File: src/rtl/sd_spi_master.sv
// SPI master (mode 0, MSB first, 8-bit frames) for the SD card slot.
// Bus accesses are level-held selects answered by exactly one bus_ack pulse;
// a DATA write holds off its ack until the whole byte has been shifted.
module sd_spi_master #(
  parameter int DEFAULT_DIV = 49,
  parameter int DIV_W       = 8
) (
  input  logic        clk,
  input  logic        resetn,
  input  logic        cs,
  input  logic        bus_wr,
  input  logic        bus_rd,
  input  logic [31:0] bus_addr,
  input  logic [31:0] bus_wdata,
  output logic [31:0] bus_rdata,
  output logic        bus_ack,
  output logic        sclk,
  output logic        mosi,
  input  logic        miso,
  output logic        ss_n
);

  typedef enum logic [1:0] {IDLE, SHIFT_LO, SHIFT_HI, DONE} state_t;

  state_t             state_q, state_d;
  logic [DIV_W-1:0]   div_q, div_d;
  logic [DIV_W-1:0]   cnt_q, cnt_d;
  logic [2:0]         bit_q, bit_d;
  logic [7:0]         sh_q, sh_d;
  logic               samp_q, samp_d;
  logic [7:0]         rx_q, rx_d;
  logic               sclk_q, sclk_d;
  logic               mosi_q, mosi_d;
  logic               ssn_q, ssn_d;
  logic               ack_q, ack_d;
  logic [31:0]        rdata_q, rdata_d;
  logic               armed_q, armed_d;
  logic               start;
  logic               half_end;

  // Address bits outside [3:2] and upper write-data bits are not decoded.
  logic unused_ok;
  assign unused_ok = &{1'b0, bus_addr[31:4], bus_addr[1:0], bus_wdata[31:8]};

  assign start    = cs & (bus_wr | bus_rd) & (state_q == IDLE) & armed_q;
  assign half_end = (cnt_q == div_q);

  // Next-state: bus decode in IDLE, SCLK half-period timing while shifting.
  always_comb begin
    state_d = state_q;
    div_d   = div_q;
    cnt_d   = cnt_q;
    bit_d   = bit_q;
    sh_d    = sh_q;
    samp_d  = samp_q;
    rx_d    = rx_q;
    sclk_d  = sclk_q;
    mosi_d  = mosi_q;
    ssn_d   = ssn_q;
    ack_d   = 1'b0;
    rdata_d = 32'h0;
    armed_d = armed_q;
    // Re-arm only once the master has released the select.
    if (!cs) armed_d = 1'b1;
    case (state_q)
      IDLE: begin
        if (start) begin
          armed_d = 1'b0;
          if (bus_wr) begin
            case (bus_addr[3:2])
              2'd0: begin
                sh_d    = bus_wdata[7:0];
                mosi_d  = bus_wdata[7];
                cnt_d   = '0;
                bit_d   = 3'd0;
                state_d = SHIFT_LO;
              end
              2'd1: begin ssn_d = bus_wdata[0];       ack_d = 1'b1; end
              2'd2: begin div_d = bus_wdata[DIV_W-1:0]; ack_d = 1'b1; end
              default: ack_d = 1'b1;
            endcase
          end else begin
            ack_d = 1'b1;
            case (bus_addr[3:2])
              2'd0:    rdata_d = {24'h0, rx_q};
              2'd1:    rdata_d = {31'h0, ssn_q};
              2'd2:    rdata_d = {{(32-DIV_W){1'b0}}, div_q};
              default: rdata_d = 32'h0;
            endcase
          end
        end
      end
      SHIFT_LO: begin
        if (half_end) begin
          cnt_d   = '0;
          sclk_d  = 1'b1;
          samp_d  = miso;
          state_d = SHIFT_HI;
        end else begin
          cnt_d = cnt_q + 1'b1;
        end
      end
      SHIFT_HI: begin
        if (half_end) begin
          cnt_d  = '0;
          sclk_d = 1'b0;
          // The sample is held aside until the falling edge so the tx LSB
          // is not overwritten before it has been shifted out.
          if (bit_q != 3'd7) begin
            sh_d    = {sh_q[6:0], samp_q};
            mosi_d  = sh_q[6];
            bit_d   = bit_q + 3'd1;
            state_d = SHIFT_LO;
          end else begin
            rx_d    = {sh_q[6:0], samp_q};
            state_d = DONE;
          end
        end else begin
          cnt_d = cnt_q + 1'b1;
        end
      end
      default: begin
        mosi_d  = 1'b1;
        ack_d   = cs;
        state_d = IDLE;
      end
    endcase
  end

  // State and output registers with synchronous active-low reset.
  always_ff @(posedge clk) begin
    if (!resetn) begin
      state_q <= IDLE;
      div_q   <= DIV_W'(DEFAULT_DIV);
      cnt_q   <= '0;
      bit_q   <= 3'd0;
      sh_q    <= 8'h0;
      samp_q  <= 1'b0;
      rx_q    <= 8'h0;
      sclk_q  <= 1'b0;
      mosi_q  <= 1'b1;
      ssn_q   <= 1'b1;
      ack_q   <= 1'b0;
      rdata_q <= 32'h0;
      armed_q <= 1'b1;
    end else begin
      state_q <= state_d;
      div_q   <= div_d;
      cnt_q   <= cnt_d;
      bit_q   <= bit_d;
      sh_q    <= sh_d;
      samp_q  <= samp_d;
      rx_q    <= rx_d;
      sclk_q  <= sclk_d;
      mosi_q  <= mosi_d;
      ssn_q   <= ssn_d;
      ack_q   <= ack_d;
      rdata_q <= rdata_d;
      armed_q <= armed_d;
    end
  end

  assign bus_rdata = rdata_q;
  assign bus_ack   = ack_q;
  assign sclk      = sclk_q;
  assign mosi      = mosi_q;
  assign ss_n      = ssn_q;

endmodule

File: config.mk
export PLATFORM = sky130hd
export DESIGN_NAME = sd_spi_master
export DESIGN_NICKNAME = d
export VERILOG_FILES = /design/src/rtl/sd_spi_master.sv
export SDC_FILE = /design/constraint.sdc
export NUM_CORES = 1
export LEC_CHECK = 0
export CAP_MARGIN = 20
export CORE_MARGIN = 2
export CORE_UTILIZATION = 46
export CTS_BUF_LIST = sky130_fd_sc_hd__clkbuf_16
export DETAILED_ROUTE_END_ITERATION = 8
export PLACE_DENSITY = 0.84
export SLEW_MARGIN = 20
export SYNTH_ARGS = -nofsm -noshare
export SYNTH_HDL_FRONTEND = slang
export SYNTH_SLANG_ARGS = --single-unit
export TNS_END_PERCENT = 10
File: constraint.sdc
create_clock -name clk -period 2.75 [get_ports clk]
set_input_delay 0.4125 -clock clk [delete_from_list [all_inputs] [get_ports clk]]
set_output_delay 0.4125 -clock clk [all_outputs]
set_load 0.01 [all_outputs]
# Yosys cells after proc, flatten, opt, wreduce, memory -nomap -nowiden
# Cells that the tools add are included.
# Widths: inputs -> output; s select.
[totals]
regBits = 74
input_bits = 70
wordCells = 93
[classes]
addsub = 2
n_eq_ne = 12
n_mux = 41
bitwise = 9
reduce_logical = 16
[op_table]
columns = ["op", "n"]
rows = [
  ["$mux 7", 5],
  ["$mux 8", 4],
  ["$pmux 8 s3", 1],
  ["$pmux 8 s2", 1],
  ["$mux 3", 5],
  ["$pmux 7 s2", 1],
  ["$mux 1", 13],
  ["$mux 2", 6],
  ["$reduce_and 4->1", 3],
  ["$reduce_and 6->1", 2],
  ["$ne 2x2->1 const B", 5],
  ["$add 8x1->8 const B", 1],
  ["$eq 8x8->1", 1],
  ["$pmux 2 s3", 1],
  ["$pmux 3 s2", 1],
  ["$reduce_and 3->1", 2],
  ["$reduce_bool 2->1", 3],
  ["$not 1->1", 5],
  ["$reduce_and 5->1", 1],
  ["$eq 2x1->1 const B", 2],
  ["$eq 2x2->1 const B", 2],
  ["$logic_not 2->1", 2],
  ["$pmux 1 s2", 2],
  ["$reduce_or 4->1", 1],
  ["other kinds (8)", 10],
]

# Longest topological paths before layout
# Gate-level depths: netlist of the first run.
[depth]
depth_word = 6
mapped_depth = 9

# Least setup slack after synthesis of the first run
# Ideal clock, no wire load.
[synth_timing]
path_type = "register to register"
from = "register state_q[0]"
to = "register rx_q[0]"
t_arrival_ns = 1.622
required_ns = 2.622
path_slack_ns = 1.000
path_stages_with_launch = 8
n_path_buf = 1
path_cell_list = "dfxtp_1 inv_1 ha_1 buf_2 inv_1 nor4_4 mux2i_1 nor2_1"
[synth_via]
elab_chain_len = 2
[synth_lines]
columns = ["element", "line", "rtl"]
rows = [
  ["start: declaration", "25", "state_t state_q, state_d;"],
  ["start signal: assignment", "147", "state_q <= state_d;"],
  ["$eq 2x2->1", "65", "case (state_q)"],
  ["$reduce_and 3->1 (no line)", "-", ""],
  ["end signal: assignment", "153", "rx_q <= rx_d;"],
  ["end: declaration", "31", "logic [7:0] rx_q, rx_d;"],
]
# No other way between the ends.
# A chain may end at the register's enable or synchronous reset.

# Worst setup path in the final report of the first run
[layout_timing]
from = "input port bus_wr"
to = "register cnt_q[5]"
[layout_via]
elab_chain_len = 6
[layout_lines]
columns = ["element", "line", "rtl"]
rows = [
  ["start: declaration", "11", "input logic bus_wr,"],
  ["$or 1x1->1", "45", "assign start = cs & (bus_wr | bus_rd) & (state_q == IDLE) & armed_q;"],
  ["$and 1x1->1 (3 in series)", "45", ""],
  ["$ne 2x2->1 (no line)", "-", ""],
  ["$reduce_and 4->1 (no line) *", "-", ""],
  ["end signal: assignment", "149", "cnt_q <= cnt_d;"],
  ["end: declaration", "27", "logic [DIV_W-1:0] cnt_q, cnt_d;"],
]
# Every way passes the cells marked *; elsewhere a longest branch is shown, timed or not.

==> results of run 1 <==
## cells by family (layout without fill, tap and decap cells)
group,Yosys count,in the layout
other,1,24
muxes,38,38
AOI/OAI and AO/OA,37,37
adders and majority gates,7,7
buffers and inverters,43,48
xor gates and xnor gates,8,8
DFF,50,50
and+or+nand+nor,92,92
## state kept, by name, indices dropped and copies added (netlist names)
register / flops
div_q: 8
ss_n: 1
bus_rdata: 8
bus_ack: 1
cnt_q: 8
armed_q: 1
bit_q: 3
samp_q: 1
sh_q: 7
state_q: 2
rx_q: 8
mosi: 1
sclk: 1
## stage by stage
| stage | power [mW] | hold WS (ns) | std cells | setup slack, ns | util |
|---|---|---|---|---|---|
| 2_1_floorplan | 1.18 | 0.442 | 299 | 1.00 | - |
| 3_3_place_gp | 1.26 | 0.449 | 368 | 0.288 | 0.517 |
| 3_5_place_dp | 1.27 | 0.463 | 368 | 0.264 | 0.517 |
| 4_1_cts | 1.98 | 0.475 | 376 | 0.565 | 0.548 |
| 5_1_grt | 2.07 | 0.508 | 376 | 0.358 | 0.548 |
| 6_report | 1.98 | 0.472 | 376 | 0.511 | 0.548 |
## worst min-delay path, delay by kind of cell (launching register included)
kind	cells	cell delay [ns]
AND/OR/NAND/NOR	1	0.06
multiplexers	1	0.06
flip-flops	1	0.32
## path summary, 6_finish.rpt
kind	slack (ns)	cells after the start	startpoint	endpoint
worst max-delay path	0.51	6	bus_wr	cnt_q[5]
worst min-delay path	0.47	2	bit_q[2]	bit_q[2]
worst max register to register	0.67	5	div_q[1]	bit_q[0]
worst min register to register	0.47	2	bit_q[2]	bit_q[2]
## metal layers
| metal | GRT usage | up-vias | share of wire | wire [um] |
|---|---|---|---|---|
| met1 | 0.202 | 912 | 0.42 | 2190 |
| li1 | - | 962 | - | - |
| met5 | 0 | - | 0 | 0 |
| met3 | 0.0287 | 6 | 0.052 | 273 |
| met2 | 0.321 | 69 | 0.51 | 2640 |
| met4 | 0.0684 | 0 | 0.018 | 93 |
## layout by cell type, fill, tap and decap left out, types with 5 or more instances in the layout
master / n
mux2i_1: 38
nand2_1: 16
dfxtp_1: 50
nor2b_1: 7
ha_1: 7
o21ai_0: 12
nor3b_1: 8
nand3_1: 11
buf_4: 5
conb_1: 24
nor2_1: 30
and3_1: 7
a22o_1: 6
clkdlybuf4s50_1: 27
clkbuf_16: 5
inv_1: 8
a21oi_1: 12
## area by class of cell
cell class	instances	share of cell area
multi-input cells	206	0.463
repair buffers	32	0.103
inverters	8	0.0101
flip-flops and latches	50	0.336
well taps	72	0.0302
clock inverters	3	0.0159
clock buffers	5	0.0419
## power by group
| group | leakage (nW) | internal, mW | switching (mW) |
|---|---|---|---|
| Clock | 0.0844 | 0.434 | 0.281 |
| Combinational | 0.698 | 0.187 | 0.249 |
| Sequential | 0.405 | 0.782 | 0.0498 |
==> reports/results.ini, run 1 <==
[run_status]
outcome=finished, final reports clean

[timing]
worst_slew_pin_slew_ns=0.790
relSlewSlack=0.469
finalHoldViolCount=0
finalCritPeriodShare=0.814
setup-tns-final_ns=0
skew_ns=0.00761
finalSetupViolations=0
slew_viol_final=0
period_minus_slack_ns=2.24
rsz0062_at_grt=no
max_freq_mhz=447

[synth]
netlist_instances=276
yosys-top-cells-area=dfxtp_1, mux2i_1, buf_4
synth-xor-area-share=0.0392
avgSynthCellArea_um2=9.26
synth_most_common_cell=dfxtp_1
synth_compound_area_frac=0.0891
synth_mux_area_frac=0.149
synth.top_cell.area_share=0.392
syn_area_um2=2560
yosysWarnings=0
synth_top_area_cell=dfxtp_1
yosys-top-cells-count=dfxtp_1, mux2i_1, nor2_1
synthArstFlopShare=0
synth_top_family_by_area=simple AND/OR/NAND/NOR gates
synthFlopType=dfxtp_1
seq_area_frac_synth=0.392
ys_ff_latch=50
synthDistinctLibCells=38
synth-simple-area-share=0.194
synth_fa_ha_area_frac=0.0343
synth-edff-count=0

[setup_path]
path_max_fanout=6
cp_top_family=compound AO/OA/AOI/OAI gates
cp_slowest_cell=clkdlybuf4s50_1
arrival_ns=2.43
cp-start-kind=input pin
end_kind=flip-flop
crit_chain=clkdlybuf4s50_1 -> nor3b_1 -> a31oi_1 -> o21ai_0 -> o21ai_0 -> a22o_1
critical_path_class=in -> reg
required_ns=2.94
critPathMaxStageDelay_ns=0.55
path_common_cell=o21ai_0
path_buf_inv=1

[final_layout]
multi_input_area_um2=1380
area_delta_synth_final_pct=16.7
fill_cells=467
drive_above_1_share=0.0757
regArea_um2=1000
fin_area_um2=2980
num_antenna_cells=0
fin_nets=380

[place]
io_buffers=27
gp_congestion=0.805
placed_area_um2=2810
hpwl_mm=3.59

[detailed_routing]
drt_wl_total_mm=5.20
drtAntennaViolNets=0
vias=1949
drc_errors=0
routedWlPerCell_um=13.8
dr.pass1.iters=4
vias_per_cell=5.18
drtIter0Drc=133

[cts]
htree_levels=2
hold_buffers=0
postCtsSetupBuffers=0
clk_pin_slew_ns=0.07
numCtsBuffers=5
cts.sinks=50
cts_tree=done
cts.path.max_buffers=2
insertion_delay_ns=0.29
cts-root-buf=clkbuf_16
cts-resized-gates=0

[grt]
grt_max_degree=21
grt_overflow=0
first_global_vias=1823
grt_pass1_wl_mm=8.41
grt_usage=0.175
antenna_found_initial=0

[power_and_ir_drop]
power_density_nw_per_um2=665
peakVddDrop_uv=369
leakagePower_nw=1.19

[die]
core-area_um2=5440
ioPinCount=106
fp.dieW_um=78.5
start_util=0.470
dieHeight_um=78.5
dieArea_um2=6170
rows=27

[min_path]
worst_hold_path_type=reg -> reg

[run]
cap_viol_max_count=0

Note: power is estimated with default switching activity, not from simulation.
==> run 2: changes to the inputs <==
--- a/config.mk
+++ b/config.mk
@@ -7,10 +7,10 @@
 export LEC_CHECK = 0
 export CAP_MARGIN = 20
 export CORE_MARGIN = 2
-export CORE_UTILIZATION = 46
+export CORE_UTILIZATION = 39
 export CTS_BUF_LIST = sky130_fd_sc_hd__clkbuf_16
 export DETAILED_ROUTE_END_ITERATION = 8
-export PLACE_DENSITY = 0.84
+export PLACE_DENSITY = 0.76
 export SLEW_MARGIN = 20
 export SYNTH_ARGS = -nofsm -noshare
 export SYNTH_HDL_FRONTEND = slang
==> constraint.sdc (replaced) <==
create_clock -name clk -period 1.9 [get_ports clk]
set_input_delay 0.285 -clock clk [delete_from_list [all_inputs] [get_ports clk]]
set_output_delay 0.285 -clock clk [all_outputs]
set_load 0.01 [all_outputs]
==> run 2 against run 1 <==
Against the previous run:
- setup slack got worse by 0.37 ns
- clock power grew 19%
- sequential share of layout area shrank 1.1 points
- clock skew decreased by 0.0051 ns
- critical endpoint is now cnt_q[7]
- via count is 0.41% lower
==> reports/results.ini, run 2 (same netlist as run 1, synthesis figures left out) <==
[timing]
rsz0062_at_grt=no
finalSetupViolations=0  ; unchanged
max_freq_mhz=569
slew_viol_final=0  ; unchanged
finalCritPeriodShare=0.925
setup-tns-final_ns=0  ; unchanged
period_minus_slack_ns=1.76
finalHoldViolCount=0  ; unchanged
skew_ns=0.00248  ; -0.00514 ns
finalWorstSetupSlack_ns=0.143  ; -0.368 ns

[cts]
cts-root-buf=clkbuf_16
cts_tree=done
clk_pin_slew_ns=0.06  ; about the same
numCtsBuffers=5  ; unchanged
cts.sinks=50  ; unchanged
insertion_delay_ns=0.29  ; about the same
htree_levels=2  ; unchanged
cts.path.max_buffers=2  ; unchanged
hold_buffers=0  ; unchanged

[final_layout]
drive_above_1_share=0.117  ; +0.0411
fill_cells=601  ; +29%
layout_common_cells=dfxtp_1, mux2i_1, nor2_1
area_delta_synth_final_pct=20.8
multi_input_area_um2=1400  ; +1.4%
regArea_um2=1000  ; unchanged
num_antenna_cells=0  ; unchanged
fin_nets=393  ; +3.4%
final_cells=394  ; +4.8%
final_common_cell=dfxtp_1

[detailed_routing]
vias=1941  ; -0.41%
drtIter0Drc=100  ; -25%
vias_per_cell=4.93  ; -5.0%
m1WireLength_mm=2.63  ; +20%
drc_errors=0  ; unchanged
highest-signal-layer=met4
dr_wl_met3_um=231  ; -15%
routedWlPerCell_um=13.3  ; -3.9%
dr.pass1.iters=4  ; unchanged
drtAntennaViolNets=0  ; unchanged
drt_wl_total_mm=5.24  ; +0.75%
routed-wl-met2_mm=2.31  ; -13%

[run_status]
outcome=finished, final reports clean

[place]
placedCellCount=385  ; +4.6%
dp_slack_ns=-0.233  ; -0.497 ns
gp_congestion=0.826  ; +2.5%
hpwl_mm=3.96  ; +10%
io_buffers=27  ; unchanged

[die]
fp.dieW_um=85.0  ; +8.2%
start_util=0.403  ; -0.0674
dieArea_um2=7220  ; +17%
dieHeight_um=85.0  ; +8.2%
core-area_um2=6350  ; +17%
rows=29  ; +7.4%
ioPinCount=106  ; unchanged

[setup_path]
path_max_fanout=6  ; unchanged
critical_path_class=reg -> reg
end_kind=flip-flop
cp-start-kind=flip-flop
arrival_ns=1.94  ; -0.49 ns
required_ns=2.08  ; -0.86 ns

[grt]
grt_max_degree=20  ; -4.8%
antenna_found_initial=0  ; unchanged
grt_overflow=0  ; unchanged
first_global_vias=1785  ; -2.1%
grt_pass1_wl_mm=8.45  ; +0.49%
grt_usage=0.147  ; -0.0285

[power_and_ir_drop]
power_density_nw_per_um2=888  ; +34%
leakagePower_nw=1.24  ; +4.3%
peakVddDrop_uv=457  ; +24%
finalPower_mw=2.74  ; +38%

[min_path]
worst_hold_path_type=reg -> reg

[run]
cap_viol_max_count=0  ; unchanged

run 2: cell types whose count changed in the layout (fill, tap and decap cells not counted):
cell        previous run  this run
nor3b_2                0         1
buf_12                 0         1
clkinvlp_4             0         1
a31oi_1                1         0
buf_4                  5        17
clkinv_4               1         0
nor3b_1                8         7
a31oi_4                0         1
clkinv_1               0         1
clkinv_2               0         1
bufinv_16              1         0
inv_6                  1         0
run 2: final timing paths:
kind               from  endpoint  slack (ns)  cells after the start
max          state_q[0]  cnt_q[7]        0.14                      8
min            bit_q[2]  bit_q[2]        0.47                      2
max reg2reg  state_q[0]  cnt_q[7]        0.14                      8
min reg2reg    bit_q[2]  bit_q[2]        0.47                      2
run 2: what timing repair did:
item / 4_1_cts / 5_1_grt
cloned: 0 / 0
buffers inserted: 0 / 1
resized for setup: 1 / 2
endpoints found under the setup margin: 3 / 12
pin swaps: 0 / 1
run 2: report_power, final:
part           switching (mW)  internal, mW  total, mW  leakage (nW)
Sequential             0.0682          1.13       1.20         0.405
Clock                   0.374         0.481      0.854        0.0672
Combinational           0.365         0.323      0.688         0.765
Total                   0.807          1.94       2.74          1.24
run 2: critical path, cell delays in order, from the launching register on:
cell and delay, ns:
dfxtp_1 0.34, inv_1 0.09, ha_1 0.27, inv_1 0.11
a31oi_4 0.22, or2_2 0.19, nor2_1 0.06, buf_4 0.16
a22o_1 0.20
run 2: layout make-up:
cell class / count / share of cell area
Multi-Input combinational cell: 206 / 0.454
Sequential cell: 50 / 0.324
Timing Repair Buffer: 45 / 0.135
Clock buffer: 5 / 0.0405
Tap cell: 77 / 0.0312
Inverter: 8 / 0.00972
Clock inverter: 3 / 0.00527
run 2: metrics by stage:
| step | utilization | hold WS, ns | cell area, um2 |
|---|---|---|---|
| finish | 0.486 | 0.467 | 3090 |
| global placement | 0.460 | 0.450 | 2920 |
| global route | 0.486 | 0.487 | 3090 |
| CTS | 0.483 | 0.470 | 3070 |
| detailed placement | 0.460 | 0.461 | 2920 |
| floorplan | - | 0.410 | 2640 |
run 2: routing by layer:
layer | up-vias | GRT usage
li1 | 984 | -
met1 | 912 | 0.205
met2 | 39 | 0.220
met3 | 6 | 0.0360
met4 | 0 | 0.0534
met5 | - | 0
==> run 3: changes to the inputs <==
--- a/config.mk
+++ b/config.mk
@@ -11,6 +11,7 @@
 export CTS_BUF_LIST = sky130_fd_sc_hd__clkbuf_16
 export DETAILED_ROUTE_END_ITERATION = 8
 export PLACE_DENSITY = 0.76
+export SETUP_SLACK_MARGIN = 0.3
 export SLEW_MARGIN = 20
 export SYNTH_ARGS = -nofsm -noshare
 export SYNTH_HDL_FRONTEND = slang
==> run 3 against run 2 <==
Against the previous run:
- setup slack gained 0.12 ns
- sequential power is essentially flat
- die area is the same
- flip-flop and latch count is the same
- clock-buffer cell count is the same
- clock skew grew 0.0028 ns
- sequential share of layout area shrank 1.3 points
- non-clock buffer count grew 3
- global-route usage grew 0.66 points
- combinational power grew 22%
- first-iteration DRC count shrank 6.0%
- largest power group unchanged
- highest routed layer unchanged
==> reports/results.ini, run 3 (same netlist as run 1, synthesis figures left out) <==
[cts]
insertion_delay_ns=0.29  ; about the same
cts-root-buf=clkbuf_16
htree_levels=2  ; unchanged
numCtsBuffers=5  ; unchanged
cts.sinks=50  ; unchanged
clk_pin_slew_ns=0.07  ; about the same
cts.path.max_buffers=2  ; unchanged
cts_tree=done

[die]
dieHeight_um=85.0  ; unchanged
rows=29  ; unchanged
start_util=0.403  ; unchanged
dieArea_um2=7220  ; unchanged
fp.dieW_um=85.0  ; unchanged
core-area_um2=6350  ; unchanged
ioPinCount=106  ; unchanged

[final_layout]
fin_area_um2=3340  ; +8.1%
fin_nets=396  ; +0.76%
area_delta_synth_final_pct=30.6
fill_cells=546  ; -9.2%
layout_common_cells=mux2i_1, dfxtp_1, nor2_1
drive_above_1_share=0.225  ; +0.108
num_antenna_cells=0  ; unchanged
final_common_cell=mux2i_1

[grt]
first_global_vias=1965  ; +10%
top_usage_layer=met2
met2_usage=0.256  ; +0.0355
grt_overflow=0  ; unchanged
antenna_found_initial=0  ; unchanged
gr-usage-met1=0.196  ; -0.00930
grt_pass1_wl_mm=9.05  ; +7.1%
grt_max_degree=21  ; +5.0%
grtUsageMet3=0.0331  ; -0.00292
grt_usage=0.153  ; +0.00658

[setup_path]
r2r-start=div_q[3]
r2r-end=cnt_q[4]
end_kind=flip-flop
cp-start-kind=flip-flop
arrival_ns=1.81  ; -0.13 ns
critical_path_class=reg -> reg
required_ns=2.08  ; about the same
cp-startpoint=div_q[3]
endpoint=cnt_q[4]
path_max_fanout=7  ; +1
ff2ff_setup_slack_ns=0.27  ; +0.12 ns
ff2ff_path_depth=6  ; -2

[detailed_routing]
vias_per_cell=4.99  ; +1.4%
drc_errors=0  ; unchanged
dr.pass1.iters=4  ; unchanged
drtAntennaViolNets=0  ; unchanged
routedWlPerCell_um=13.8  ; +3.5%
drtIter0Drc=94  ; -6.0%
vias=1983  ; +2.2%
drt_wl_total_mm=5.47  ; +4.3%

[power_and_ir_drop]
swShare=0.288  ; -0.00629
pwr-share-clk=0.326  ; +0.014
peakVddDrop_uv=518  ; +13%
leakagePower_nw=1.35  ; +9.0%
p_sw_mw=0.874  ; +8.3%
intPower_mw=2.16  ; +12%
power.share.combinational=0.277  ; +0.026
power_density_nw_per_um2=909  ; +2.4%
seqPwrFrac=0.397  ; -0.041

[timing]
max_freq_mhz=612  ; +7.5%
period_minus_slack_ns=1.63  ; -0.123 ns
finalSetupViolations=0  ; unchanged
slew_viol_final=0  ; unchanged
skew_ns=0.00523  ; +0.00275 ns
rsz0062_at_grt=yes
finalWorstSetupSlack_ns=0.266  ; +0.123 ns
finalCritPeriodShare=0.860  ; -0.0646
setup-tns-final_ns=0  ; unchanged
finalHoldViolCount=0  ; unchanged

[place]
io_buffers=27  ; unchanged
placed_area_um2=2950  ; +0.94%
gp_congestion=0.825  ; -0.11%
hpwl_mm=3.85  ; -2.8%
dp_slack_ns=-0.135  ; +0.0972 ns

[run]
cap_viol_max_count=0  ; unchanged

[run_status]
outcome=finished, final reports clean

[min_path]
worst_hold_path_type=reg -> reg

-- run 3: worst min path at each step --
stage / from / end / slack [ns] / cells past startpoint
final: bit_q[1] / bit_q[1] / 0.47 / 2
after global placement: bit_q[1] / bit_q[1] / 0.45 / 2
after global routing: bit_q[1] / bit_q[1] / 0.49 / 2
after detailed placement: bit_q[1] / bit_q[1] / 0.46 / 2
after CTS: bit_q[1] / bit_q[1] / 0.47 / 2
after floorplan: bus_wdata[0] / ss_n / 0.41 / 2
-- run 3: repair_timing --
action | 4_1_cts | 5_1_grt
resized for setup | 16 | 47
hold buffers | 0 | 0
setup buffers | 1 | 1
pin swaps | 3 | 13
gates cloned | 1 | 0
setup endpoints to repair | 46 | 46
endpoints found under the hold margin | 0 | 0
-- run 3: critical path: stages, from the launching register on --
cell      delay [ns]
dfxtp_4         0.37
xnor2_4         0.18
nand4_4         0.19
o211ai_1        0.28
buf_4           0.19
o21ai_0         0.09
a22o_1          0.23
-- run 3: cell type report --
class	instances	area, um2	area share
clock buffers	5	125	0.0375
clock inverters	3	37.5	0.0112
inverters	8	32.5	0.00975
multi-input cells	206	1520	0.456
flip-flops and latches	50	1040	0.311
well taps	77	96.3	0.0289
repair buffers	48	487	0.146
-- run 3: metrics by stage --
| stage | hold slack (ns) | power, mW | utilization | cells |
|---|---|---|---|---|
| after detailed placement | 0.465 | 1.92 | 0.464 | 386 |
| final | 0.469 | 3.04 | 0.526 | 397 |
| after CTS | 0.475 | 2.98 | 0.501 | 396 |
| after global placement | 0.450 | 1.90 | 0.464 | 386 |
| after global routing | 0.487 | 3.19 | 0.526 | 397 |
| after floorplan | 0.410 | 1.71 | - | 299 |
-- run 3: power groups by stage --
stage | sequential, mW | combinational, mW | clock (mW)
after floorplan | 1.21 | 0.502 | 0
after global placement | 1.22 | 0.680 | 0
after detailed placement | 1.22 | 0.700 | 0
after CTS | 1.20 | 0.774 | 1.00
after global routing | 1.22 | 0.929 | 1.05
final | 1.20 | 0.842 | 0.989
-- run 3: per-layer routing --
layer  share of wire  vias up  wire length [um]
li1                -      991                 -
met1            0.44      934              2420
met2            0.49       51              2700
met3           0.048        7               260
met4           0.015        0                81
met5               0        -                 0
